[src/rtl/serial_adder_n.sv]
// Bit-serial adder/subtractor: one full-adder cell walks the operands LSB-first, WIDTH+1 edges from start to done.
// No backpressure: start is only accepted in IDLE/DONE, ignored during RUN; results hold until the next completion.
module serial_adder_n #(
  parameter int WIDTH = 8
) (
  input  logic             clk,
  input  logic             rst_n,
  input  logic             start,
  input  logic             sub,
  input  logic [WIDTH-1:0] a,
  input  logic [WIDTH-1:0] b,
  input  logic             cin,
  output logic             busy,
  output logic             done,
  output logic [WIDTH-1:0] sum,
  output logic             cout,
  output logic             ovf
);

  localparam int CW = $clog2(WIDTH);

  typedef enum logic [1:0] {IDLE, RUN, DONE} state_t;

  state_t           state, next_state;
  logic [WIDTH-1:0] op_a, op_b;
  logic [WIDTH-2:0] sreg;
  logic [WIDTH-1:0] sreg_next;
  logic             carry;
  logic [CW-1:0]    count;
  logic             ha1_s, ha1_c, ha2_c, s_bit, c_bit;
  logic             last, load;

  // Full adder built from two half-adder stages.
  assign ha1_s = op_a[0] ^ op_b[0];
  assign ha1_c = op_a[0] & op_b[0];
  assign s_bit = ha1_s ^ carry;
  assign ha2_c = ha1_s & carry;
  assign c_bit = ha1_c | ha2_c;

  assign last      = (count == CW'(WIDTH - 1));
  assign sreg_next = {s_bit, sreg};

  always_ff @(posedge clk or negedge rst_n) begin
    if (!rst_n) state <= IDLE;
    else        state <= next_state;
  end

  always_comb begin
    next_state = state;
    load       = 1'b0;
    busy       = 1'b0;
    done       = 1'b0;
    case (state)
      IDLE: begin
        if (start) begin
          load       = 1'b1;
          next_state = RUN;
        end
      end
      RUN: begin
        busy = 1'b1;
        if (last) next_state = DONE;
      end
      DONE: begin
        done = 1'b1;
        if (start) begin
          load       = 1'b1;
          next_state = RUN;
        end else begin
          next_state = IDLE;
        end
      end
      default: next_state = IDLE;
    endcase
  end

  always_ff @(posedge clk or negedge rst_n) begin
    if (!rst_n) begin
      op_a  <= '0;
      op_b  <= '0;
      sreg  <= '0;
      carry <= 1'b0;
      count <= '0;
      sum   <= '0;
      cout  <= 1'b0;
      ovf   <= 1'b0;
    end else if (load) begin
      op_a  <= a;
      op_b  <= sub ? ~b : b;
      carry <= sub ? 1'b1 : cin;
      count <= '0;
    end else if (state == RUN) begin
      op_a  <= op_a >> 1;
      op_b  <= op_b >> 1;
      sreg  <= sreg_next[WIDTH-1:1];
      carry <= c_bit;
      count <= count + CW'(1);
      if (last) begin
        // carry still holds the carry into the MSB cell here
        sum  <= sreg_next;
        cout <= c_bit;
        ovf  <= c_bit ^ carry;
      end
    end
  end

endmodule
[config.mk]
export PLATFORM = sky130hd
export DESIGN_NAME = serial_adder_n
export DESIGN_NICKNAME = d
export VERILOG_FILES = /design/src/rtl/serial_adder_n.sv
export SDC_FILE = /design/constraint.sdc
export NUM_CORES = 1
export LEC_CHECK = 0
export CAP_MARGIN = 10
export CORE_MARGIN = 5
export CORE_UTILIZATION = 46
export CTS_CLUSTER_SIZE = 12
export DETAILED_ROUTE_END_ITERATION = 10
export GPL_TIMING_DRIVEN = 0
export PLACE_DENSITY = 0.75
export SYNTH_ARGS = -nofsm -noshare
export SYNTH_HDL_FRONTEND = slang
export SYNTH_SLANG_ARGS = --single-unit
export TNS_END_PERCENT = 1
[constraint.sdc]
create_clock -name clk -period 1.5 [get_ports clk]
set_input_delay 0.3 -clock clk [delete_from_list [all_inputs] [get_ports clk]]
set_output_delay 0.3 -clock clk [all_outputs]
set_load 0.02 [all_outputs]
==> results of run 1 <==
cells in the final DEF (no fill, tap or decap):
cell type,instances
and2b_1,1
clkinv_4,1
xnor2_1,4
fa_1,1
buf_2,5
inv_1,1
buf_8,1
buf_4,9
mux2_2,9
nor2_4,1
clkinv_2,1
a31oi_1,10
a221o_1,4
clkbuf_8,5
clkbuf_1,3
a22oi_1,1
nand2b_4,1
buf_6,4
nor2_1,15
dlygate4sd2_1,10
nand3_1,2
dfrtp_2,1
nand2b_1,1
ha_2,2
xor2_1,5
o21ai_0,3
a22o_1,4
clkdlybuf4s50_1,18
dfrtp_1,38
nand2_1,43
and2b_2,1
nand3b_4,1
how the worst max path moves through the flow:
stage          startpoint       to  slack [ps]  cells after the start
4_1_cts          state[0]     busy         -20                      4
3_3_place_gp        rst_n  op_a[5]        -720                      1
2_1_floorplan    count[0]     cout          70                      5
3_5_place_dp     state[1]     busy        -250                      4
6_report         state[0]     busy          30                      4
5_1_grt          state[0]     busy          -8                      4
per-layer routing:
metal,track usage (%),up-vias,share of wire [%],routed length [um]
met5,0,-,0,0
met4,4.80,0,1.2,41
met3,4.91,3,7.8,274
met2,23.2,51,46,1610
met1,20.9,634,45,1600
li1,-,623,-,-
worst reg2reg max path, cell delays in order (launching register included):
cell and delay (ps):
dfrtp_1 390, ha_2 180, ha_2 190, nand3b_4 100, buf_4 140, mux2_2 320
flip-flops by register name (all words and copies together) (netlist names):
signal	flops
carry	1
ovf	1
sreg	7
count	3
cout	1
sum	8
state	2
op_a	8
op_b	8
kinds of logic after synthesis:
logic type               Yosys count  synth area share [%]
multiplexers                       9                  5.87
flip-flops                        39                  56.5
XOR/XNOR                           9                  4.56
buffers and inverters             11                  4.85
adder cells (fa/ha/maj)            3                  2.61
AND/OR/NAND/NOR                   66                  16.3
AO/OA/AOI/OAI                     22                  9.28
area by class of cell:
cell class              instances  area, um^2
fillers                       309        1420
flip-flops and latches         39         977
multi-input cells             109         686
repair buffers                 39         349
clock buffers                   7        76.3
plain buffers                   9        75.1
well taps                      48        60.1
inverters                       2        12.5
clock inverters                 1        5.00
stage by stage:
step | instances | setup TNS [ps] | utilization (%) | hold WS (ps)
4_1_cts | 250 | -15.8 | 60.1 | 140
3_3_place_gp | 238 | -28540 | 57.3 | 463
6_report | 254 | 0 | 61.2 | 114
3_5_place_dp | 238 | -651 | 57.1 | 459
5_1_grt | 254 | -9.44 | 61.2 | 189
2_1_floorplan | 159 | 0 | - | 4.41
report_power, final:
part	switching (mW)	internal (mW)
Combinational	1.07	1.01
Sequential	0.301	1.56
Clock	0.352	0.326
timing repair:
action                     4_1_cts  5_1_grt
gates resized for setup         24        3
gates cloned                     1        0
buffers inserted                 3        4
setup endpoints to repair       19        8
==> flow_metrics.tcl, run 1 <==
set metrics [dict create \
    crit_required_ps 1200 \
    place_congestion 0.838 \
    maxCapViolations 0 \
    antenna_found_initial 0 \
    rsz0062_at_grt "yes" \
    ioPinCount 33 \
    r2r_setup_slack_ps 60 \
    ys_seq_elements 39 \
    reg2reg_depth 5 \
    die_area_um2 5080 \
    total_power_mw 4.62 \
    r2r-end "cout" \
    fin_skew_ps 3.43 \
    worst_ep_arrival_time_ps 1170 \
    syn2layout_area_growth_pct 29.8 \
    die_x_um 71.3 \
    routedWlPerCell_um 13.9 \
    finalSetupViolCount 0 \
    clk_pin_slew_worst_paths_ps 70 \
    r2r-start "count[0]" \
    yosys.area.top_type "dfrtp_1" \
    grt_pass1_vias 1337 \
    path_cells "nand2b_4 > clkinv_4 > buf_8 > buf_6" \
    final-max-slew-violation-count 0 \
    htree_num_levels 2 \
    ant_nets 0 \
    coreArea_um2 3660 \
    synthesis.nets 183 \
    root_buffer "clkbuf_8" \
    crit_type "reg -> out" \
    clock_latency_ps 290 \
    p_leak_nw 1.06 \
    netlist_area_um2 1730 \
    worst_path_dominant_cell_family "flip-flops" \
    synth.most_common_cell "nand2_1" \
    postCtsHoldBufs 0 \
    cp_max_fo 10 \
    endpoint_kind "primary output" \
    via_per_inst 5.16 \
    grt_pass1_wl_um 6150 \
    drtPass1Iterations 4 \
    worst_pin_slew_ps 846 \
    num_vias 1311 \
    startpoint_type "flip-flop" \
    drtIter0Drc 79 \
    synth-main-ff-cell "dfrtp_1" \
    cp_num_buf_inv 3 \
    grt_max_degree 40 \
    relSlewSlack_pct 43.6 \
    drc_errors 0 \
    fmax_mhz 680 \
    synth-async-reset-ratio_pct 100 \
    period_minus_slack_ps 1470 \
    hold_viol 0 \
    status "finished clean" \
    final.setup.worst_slack_ps 29.6 \
    placed_area_um2 2090 \
    final_area_um2 2240 \
    tritoncts "built" \
    start_util_pct 47.2 \
    synthTopCellsByCount "43 x nand2_1, 39 x dfrtp_1, 15 x nor2_1" \
    clockBufferDepth 2 \
    max_stage_delay_ps 450 \
    yosysWarningCount 0 \
    numCtsBuffers 5 \
    place_worst_setup_slack_ps -247 \
    die_h_um 71.3 \
    powerDensity_nw_per_um2 2060 \
    synth_edf_count 0 \
    rows 22 \
    globalRoute.totalOverflow 0 \
    ys_types 26 \
    cts.sinks 39 \
    vdd_drop_max_uv 775 \
    timing.final.crit_share_pct 98.0 \
    hold_class "in -> async" \
    nets 229 \
    synth_area_leaders "dfrtp_1 57%, nand2_1 9.3%, mux2_2 5.9%" \
    synthDominantCellAreaShare_pct 56.5 \
    place.port_buffers 31 \
    routed_wl_um 3530 \
    drive_above_1_share_pct 20.4 \
    crit_slowest_cell "dfrtp_2" \
    yosysSeqAreaShare_pct 56.5 \
    dp_hpwl_um 2450 \
    track_usage_pct 15.3 \
    syn_avg_cell_area_um2 10.9 \
    syn_inst 159 \
    num_antenna_cells 0 \
]
No activity file was read; power rests on OpenSTA's default activity.
==> run 2: changes to the inputs <==
RECOVER_POWER = 50   (was default)
==> run 2 against run 1 <==
  * Die area unchanged
  * First-iteration DRC count stayed put
  * Clock-buffer cell count is the same
  * Fmax stayed put
  * Largest power group unchanged
  * Via count unchanged
  * Critical path type unchanged
  * Cell count unchanged
  * Wire length is the same
  * Sequential power about the same
  * Critical endpoint unchanged
  * Utilization stayed put
  * Sequential cell count is the same
  * Hold slack improved by 33 ps
  * Critical path depth unchanged
==> flow_metrics.tcl, run 2 (same netlist as run 1, synthesis figures left out) <==
set metrics [dict create \
    status "finished clean" \
    pwr-share-clk_pct 14.7 \
    r2r_setup_slack_ps 60 \
    powerDensity_nw_per_um2 2060 \
    hold_class "in -> async" \
    nets 229 \
    placed_area_um2 2090 \
    htree_num_levels 2 \
    timing.setup.tns_ps 0 \
    ff_latch_area_um2 977 \
    multi_input_area_um2 686 \
    cts.sinks 39 \
    total_power_mw 4.62 \
    tritoncts "built" \
    dp_hpwl_um 2450 \
    fin_skew_ps 3.43 \
    clock_latency_ps 290 \
    drive_above_1_share_pct 20.4 \
    period_minus_slack_ps 1470 \
    grt_pass1_wl_um 6150 \
    worst_pin_slew_ps 947 \
    postCtsHoldBufs 0 \
    place.port_buffers 31 \
    p_comb_share_pct 45.1 \
    start_util_pct 47.2 \
    track_usage_pct 15.3 \
    numCtsBuffers 5 \
    maxCapViolations 0 \
    crit_type "reg -> out" \
    dr_wl_met2_um 1610 \
    finalSetupViolCount 0 \
    r2r-start "count[0]" \
    routed_wl_um 3530 \
    syn2layout_area_growth_pct 29.8 \
    p_seq_share_pct 40.2 \
    drc_errors 0 \
    worst_path_dominant_cell_family "flip-flops" \
    final-max-slew-violation-count 0 \
    drtPass1Iterations 4 \
    fmax_mhz 680 \
    die_h_um 71.3 \
    grt_max_degree 40 \
    timing.final.crit_share_pct 98.0 \
    final_area_um2 2240 \
    via_per_inst 5.16 \
    dr_wl_met3_um 275 \
    ioPinCount 33 \
    final_common_cell "nand2_1" \
    relSlewSlack_pct 36.9 \
    grt_pass1_vias 1337 \
    path_cells "nand2b_4 > clkinv_4 > buf_8 > buf_6" \
    ant_nets 0 \
    root_buffer "clkbuf_8" \
    routedWlPerCell_um 13.9 \
    cp_num_buf_inv 3 \
    r2r-end "cout" \
    crit_required_ps 1200 \
    clk_pin_slew_worst_paths_ps 70 \
    num_vias 1311 \
    crit_slowest_cell "dfrtp_2" \
    largest_registers "op_a: 8 flops, op_b: 8 flops, sum: 8 flops" \
    fillers 309 \
    coreArea_um2 3660 \
    endpoint_kind "primary output" \
    utilization_pct 61.2 \
    max_stage_delay_ps 450 \
    dr.max_layer_used "met4" \
    p_int_mw 2.90 \
    num_antenna_cells 0 \
    globalRoute.totalOverflow 0 \
    mostFrequentLayoutCells "43 x nand2_1, 38 x dfrtp_1, 18 x clkdlybuf4s50_1" \
    vdd_drop_max_uv 775 \
    die_x_um 71.3 \
    p_leak_nw 1.07 \
    rsz0062_at_grt "yes" \
    clockBufferDepth 2 \
    hold_viol 0 \
    rows 22 \
    reg2reg_depth 5 \
    startpoint_type "flip-flop" \
    drtIter0Drc 79 \
    cp_max_fo 10 \
    die_area_um2 5080 \
    antenna_found_initial 0 \
    place_congestion 0.838 \
    wl_met1_um 1600 \
    worst_ep_arrival_time_ps 1170 \
    p_sw_share_pct 37.3 \
    power_switching_mw 1.73 \
]
run 2: cell count changes in the layout (fill, tap and decap cells not counted), sizes merged:
cell / before / now
clkbuf: 8 / 9
buf: 19 / 18
run 2: through the flow:
stage	instances	setup WS, ps	hold slack [ps]
final	254	29.6	147
after global routing	254	-7.60	232
after CTS	250	-15.8	140
after detailed placement	238	-247	459
after global placement	238	-723	463
after floorplan	159	66.2	4.41
run 2: cell type report:
cell class / instances / area share [%]
Sequential cell: 39 / 43.6
Multi-Input combinational cell: 109 / 30.6
Timing Repair Buffer: 39 / 15.6
Clock buffer: 7 / 3.41
Buffer: 9 / 3.35
Tap cell: 48 / 2.68
Inverter: 2 / 0.558
Clock inverter: 1 / 0.223
run 2: routing by layer:
layer | up-vias | global-route usage (%)
li1 | 623 | -
met1 | 634 | 20.9
met2 | 51 | 23.2
met3 | 3 | 4.91
met4 | 0 | 4.80
met5 | - | 0
run 2: repair_timing:
item,in CTS,in global routing
resized for setup,24,3
setup endpoints to repair,19,8
gates cloned,1,0
buffers inserted,3,4
run 2: how the worst max path moves through the flow:
stage | startpoint | to | cells after the start
6_report | state[0] | busy | 4
5_1_grt | state[0] | busy | 4
4_1_cts | state[0] | busy | 4
3_5_place_dp | state[1] | busy | 4
3_3_place_gp | rst_n | op_a[5] | 1
2_1_floorplan | count[0] | cout | 5
run 2: power groups by stage:
stage	logic [mW]	registers (mW)	clock network, mW
global route	2.35	1.92	0.730
detailed placement	2.03	1.87	0
finish	2.08	1.86	0.679
global placement	1.95	1.85	0
floorplan	1.22	1.97	0
CTS	2.00	1.87	0.697
==> run 3: changes to the inputs <==
ABC_AREA = 0   (was default)
==> results of run 3 <==
Same layout as run 2: the final DEF is identical, and so are final timing and power.
==> variant 1: new RTL, settings of run 3 <==
`WIDTH`: 8 -> 16.
--- a/src/rtl/serial_adder_n.sv
+++ b/src/rtl/serial_adder_n.sv
@@ -1,7 +1,7 @@
 // Bit-serial adder/subtractor: one full-adder cell walks the operands LSB-first, WIDTH+1 edges from start to done.
 // No backpressure: start is only accepted in IDLE/DONE, ignored during RUN; results hold until the next completion.
 module serial_adder_n #(
-  parameter int WIDTH = 8
+  parameter int WIDTH = 16
 ) (
   input  logic             clk,
   input  logic             rst_n,
Ports: changed (resized a, b and sum); port bits go from 33 to 57. No check against the original RTL was run, so the function may have changed too.
==> variant 1 against run 3 <==
The run now ends with negative setup slack left. Critical path depth unchanged. Wire length up 86%. Cell area grew 84%. Synthesized area up 85%. Sequential cell count up 33. Clock skew grew 0.0021 ns. Count of clock-buffer cells in the layout increased by 4. Power up 77%. Hold slack worse by 0.015 ns. Non-clock buffer count up 32. Worst setup slack got worse by 0.042 ns. Global-route usage up 0.39 points. Final cell count up 81%.
==> variant 1: results (changes against run 3) <==
Outcome
  – Status: finished with violations
  – Failing checks: negative setup slack

Synth
  – Synth cell types: 30 (+15%)
  – Synth top cells by count: 94 x nand2_1, 72 x dfrtp_1, 31 x nor2_1
  – Top post-synthesis cells by area: dfrtp_1 57%, nand2_1 11%, a31oi_1 4.3%
  – Synth Instances: 303 (+91%)
  – Sequential area share after synthesis: 56.51% (about the same)
  – Syn nets: 342 (+87%)
  – Compound-Gate Fraction of Synth Area: 7.928% (-1.3 points)
  – Post-Synth Adder-Cell Area: 1.020% (-1.6 points)

Setup path
  – R2R setup slack: 0.04 ns (-0.02 ns)
  – Reg-to-Reg Start: count[1]$_DFFE_PN0P_
  – CP Max Fanout: 4 (-6)
  – WP data arrival: 1.21 ns (+0.04 ns)

Placed design
  – Port bufs: 55 (+77%)

Global routing
  – Largest net degree at the start of global routing: 73 (+83%)
  – GRT met2 Usage: 23.59% (+0.42 points)
  – First-pass GRT wire length: 10.83 mm (+76%)

Floorplanning
  – Tap cells: 80 (+67%)

STA
  – Sum of negative setup slack: -0.01191 ns (-0.01191 ns)
  – Setup ws final: -0.01191 ns (-0.04150 ns)
  – Count of final setup violators: 1 (+1)
  – Setup Skew: 0.005574 ns (+0.002142 ns)
  – Slew margin rel.: 36.46% (-0.44 points)

Route
  – Detailed-routed wire length on met3: 366 um (+33%)

Clocking
  – Number of CTS-inserted buffers: 9 (+4)

Final layout
  – FF/Latch Area: 1804 sq um (+85%)
  – Seq cells: 72 (+85%)
  – Clock network area share: 5.017% (+1.4 points)
  – # fillers: 577 (+87%)
  – Multi-input gate share of total cell area: 31.32% (+0.72 points)

Power
  – Combinational group share of total power: 39.0% (-6.1 points)
  – Clock group: 1.57 mW (+130%)
  – Leak: 1.957 nW (+84%)
variant 1: cell types whose count changed in the layout (fill, tap and decap cells not counted), moves of 3 or more:
cell / before / now
dfrtp_1: 38 / 70
buf_2: 4 / 12
xor2_1: 5 / 11
clkbuf_8: 5 / 11
a221o_1: 4 / 7
a31oi_1: 10 / 22
mux2_4: 0 / 9
nand2_1: 43 / 94
nor2_1: 15 / 31
clkdlybuf4s50_1: 18 / 34
dlygate4sd2_1: 10 / 18
variant 1: what timing repair did:
item,in CTS,in global routing
hold endpoints to repair,0,0
buffers inserted,2,5
pin swaps,1,1
hold buffers,0,0
setup endpoints to repair,37,27
resized for setup,33,8
variant 1: critical path, cell delays in order (launching register included):
cell      delay, ns
dfrtp_2        0.44
nand2b_4       0.16
inv_8          0.04
buf_6          0.11
buf_6          0.12
==> variant 2: new RTL, config.mk and constraints of run 3 <==
Made on the original files. Register the output `ovf` once more, cleared by the reset; this adds one clock of latency there. The other outputs are not delayed to match.
--- a/src/rtl/serial_adder_n.sv
+++ b/src/rtl/serial_adder_n.sv
@@ -20,6 +20,8 @@
   localparam int CW = $clog2(WIDTH);
 
   typedef enum logic [1:0] {IDLE, RUN, DONE} state_t;
+
+  logic ovf_s0;
 
   state_t           state, next_state;
   logic [WIDTH-1:0] op_a, op_b;
@@ -83,7 +85,7 @@
       count <= '0;
       sum   <= '0;
       cout  <= 1'b0;
-      ovf   <= 1'b0;
+      ovf_s0 <= 1'b0;
     end else if (load) begin
       op_a  <= a;
       op_b  <= sub ? ~b : b;
@@ -99,9 +101,17 @@
         // carry still holds the carry into the MSB cell here
         sum  <= sreg_next;
         cout <= c_bit;
-        ovf  <= c_bit ^ carry;
+        ovf_s0 <= c_bit ^ carry;
       end
     end
   end
 
+  always_ff @(posedge clk or negedge rst_n) begin
+    if (!rst_n) begin
+      ovf <= '0;
+    end else begin
+      ovf <= ovf_s0;
+    end
+  end
+
 endmodule
Formal check against the unedited RTL: not equivalent (a bounded check fails within 10 cycles, from zero or initial values and one cycle with rst_n low).
==> variant 2 against run 3 <==
Critical path depth stayed put. Synthesized cell count stayed put. First-iteration DRC count is 28% lower. Worst setup slack worse by 0.021 ns. Utilization is 0.66 points lower. Sequential share of layout area is 1.3 points higher. Cell area is 0.34% lower. Sequential cell count is 1 higher. Power is 1.4% lower. Register-to-register slack hardly changed. Wire length is 6.2% lower. Synthesized area is 1.4% higher.
==> variant 2: results (changes against run 3) <==
Clocking
  – Reg clk slew, reported paths: 0.07 ns (about the same)
  – Number of CTS-inserted buffers: 5 (unchanged)
  – H-tree Lvls: 2 (unchanged)
  – Clock sink total: 40 (+2.6%)
  – CTS Root Cell: clkbuf_8
  – Clock buffer depth: 2 (unchanged)
  – Clock latency on the worst-skew pair: around 0.28 ns

Global routing
  – Vias in the first global route: 1244 (-7.0%)
  – Largest net degree at the start of global routing: 41 (+2.5%)
  – GRT Total Usage: 14.38% (-0.89 points)
  – Initial antenna violation count: 0 (unchanged)
  – First-pass GRT wire length: 5.733 mm (-6.8%)

Placed design
  – HPWL after detailed placement: 2.402 mm (-2.1%)
  – Port bufs: 31 (unchanged)
  – Placer congestion estimate: 0.7956 (-5.1%)
  – Dpl ws: -0.2510 ns (-0.003755 ns)

STA
  – Setup Skew: 0.004992 ns (+0.001560 ns)
  – Worst-Margin Slew: 0.9435 ns (-0.003015 ns)

Route
  – Drt wl/cell: 13.33 um (-3.9%)
  – Initial DRC count: 57 (-28%)
  – Vias per inst: 5.133 (-0.55%)
  – TritonRoute pass-1 iters: 4 (unchanged)

Setup path
  – WP data arrival: 1.19 ns (+0.02 ns)
  – CP Max Fanout: 10 (unchanged)

Synth
  – Top post-synthesis cells by area: dfrtp_1 57%, nand2_1 9.0%, mux2_2 5.8%
  – Post-synthesis async set-or-reset flop share: 100.0% (unchanged)
  – Ys Warns: 0 (unchanged)
  – Main synth FF type: dfrtp_1
  – Synth cell types: 26 (unchanged)
  – Sequential area share after synthesis: 57.14% (+0.62 points)
  – Synth top cells by count: 42 x nand2_1, 40 x dfrtp_1, 14 x nor2_1
  – Syn nets: 183 (unchanged)

Outcome
  – Status: finished clean

Final layout
  – Largest regs: op_a: 8 flops, op_b: 8 flops, sum: 8 flops
  – Share of cells above drive strength 1: 18.00% (-2.4 points)
  – Antenna diodes: 0 (unchanged)
  – Net count reported at finish: 224 (-2.2%)

Worst hold path
  – Hold WC Path Type: input pin to asynchronous set/reset pin

Power
  – Worst VDD drop: 0.0008616 V (+11%)
  – Leak: 1.054 nW (-1.0%)
==> variant 2: cell types whose count changed after synthesis, sizes merged <==
cell | before | now
a22oi | 1 | 2
a31oi | 10 | 9
dfrtp | 39 | 40
nand2 | 43 | 42
nand3 | 2 | 3
nor2 | 16 | 15
==> variant 2: final timing paths <==
check                                startpoint              endpoint  slack (ns)  cells after the start
max in group asynchronous                 rst_n  state[0]$_DFFE_PN0P_        0.70                      1
setup / recovery           state[0]$_DFFE_PN0P_                  busy       0.008                      4
min in group clk             ovf_s0$_DFFE_PN0P_         ovf$_DFF_PN0_        0.38                      0
hold reg to reg              ovf_s0$_DFFE_PN0P_         ovf$_DFF_PN0_        0.38                      0
hold / removal                            rst_n    sum[1]$_DFFE_PN0P_        0.15                      1
setup reg to reg           count[0]$_DFFE_PN0P_    sum[7]$_DFFE_PN0P_        0.06                      5
==> variant 2: final cells by class <==
cell class / instances / area (sq um)
Fill cell: 315 / 1455
Sequential cell: 40 / 1002
Tap cell: 48 / 60.06
Clock buffer: 6 / 72.57
Buffer: 9 / 78.83
Multi-Input combinational cell: 108 / 693.2
Clock inverter: 1 / 5.005
Inverter: 2 / 12.51
Timing Repair Buffer: 34 / 309.0
==> variant 2: report_power, final <==
group	total, mW	switching, mW	internal, mW
Clock	0.645	0.330	0.316
Combinational	2.02	1.05	0.965
Sequential	1.90	0.300	1.60
==> variant 2: per-stage QoR <==
stage	power, mW	hold WS (ns)	area, sq um	cells
global route	4.932	0.2431	2233	248
floorplan	3.227	0.004409	1752	159
CTS	4.562	0.1479	2205	246
finish	4.556	0.1493	2233	248
detailed placement	3.922	0.3751	2117	238
global placement	3.833	0.3600	2122	238
==> variant 2: what timing repair did <==
item,4_1_cts,5_1_grt
pin swaps,0,0
endpoints found under the setup margin,19,9
setup buffers,1,2
resized for setup,23,6
==> variant 2: cells by family (layout without fill, tap and decap cells) <==
family                   after synthesis  count (layout)  share of synthesized area [%]
AND/OR/NAND/NOR                       65              65                          16.00
flip-flops                            40              40                          57.14
AO/OA/AOI/OAI                         22              22                          9.213
buffers and inverters                 11              52                          4.785
XOR/XNOR                               9               9                          4.500
multiplexers                           9               9                          5.786
adder cells (fa/ha/maj)                3               3                          2.571
==> variant 2: layer usage <==
| layer | share of wire (%) | vias to the layer above | track usage, % |
|---|---|---|---|
| met2 | 49 | 42 | 22.65 |
| li1 | - | 614 | - |
| met3 | 6.7 | 6 | 4.909 |
| met4 | 1.4 | 0 | 5.846 |
| met1 | 43 | 611 | 18.10 |
| met5 | 0 | - | 0 |
==> variant 2: worst max-delay path, stage by stage, from the launching register on <==
cell and delay [ns]:
dfrtp_2 0.43, nand2b_4 0.10, clkinv_4 0.10, buf_8 0.15, buf_6 0.12
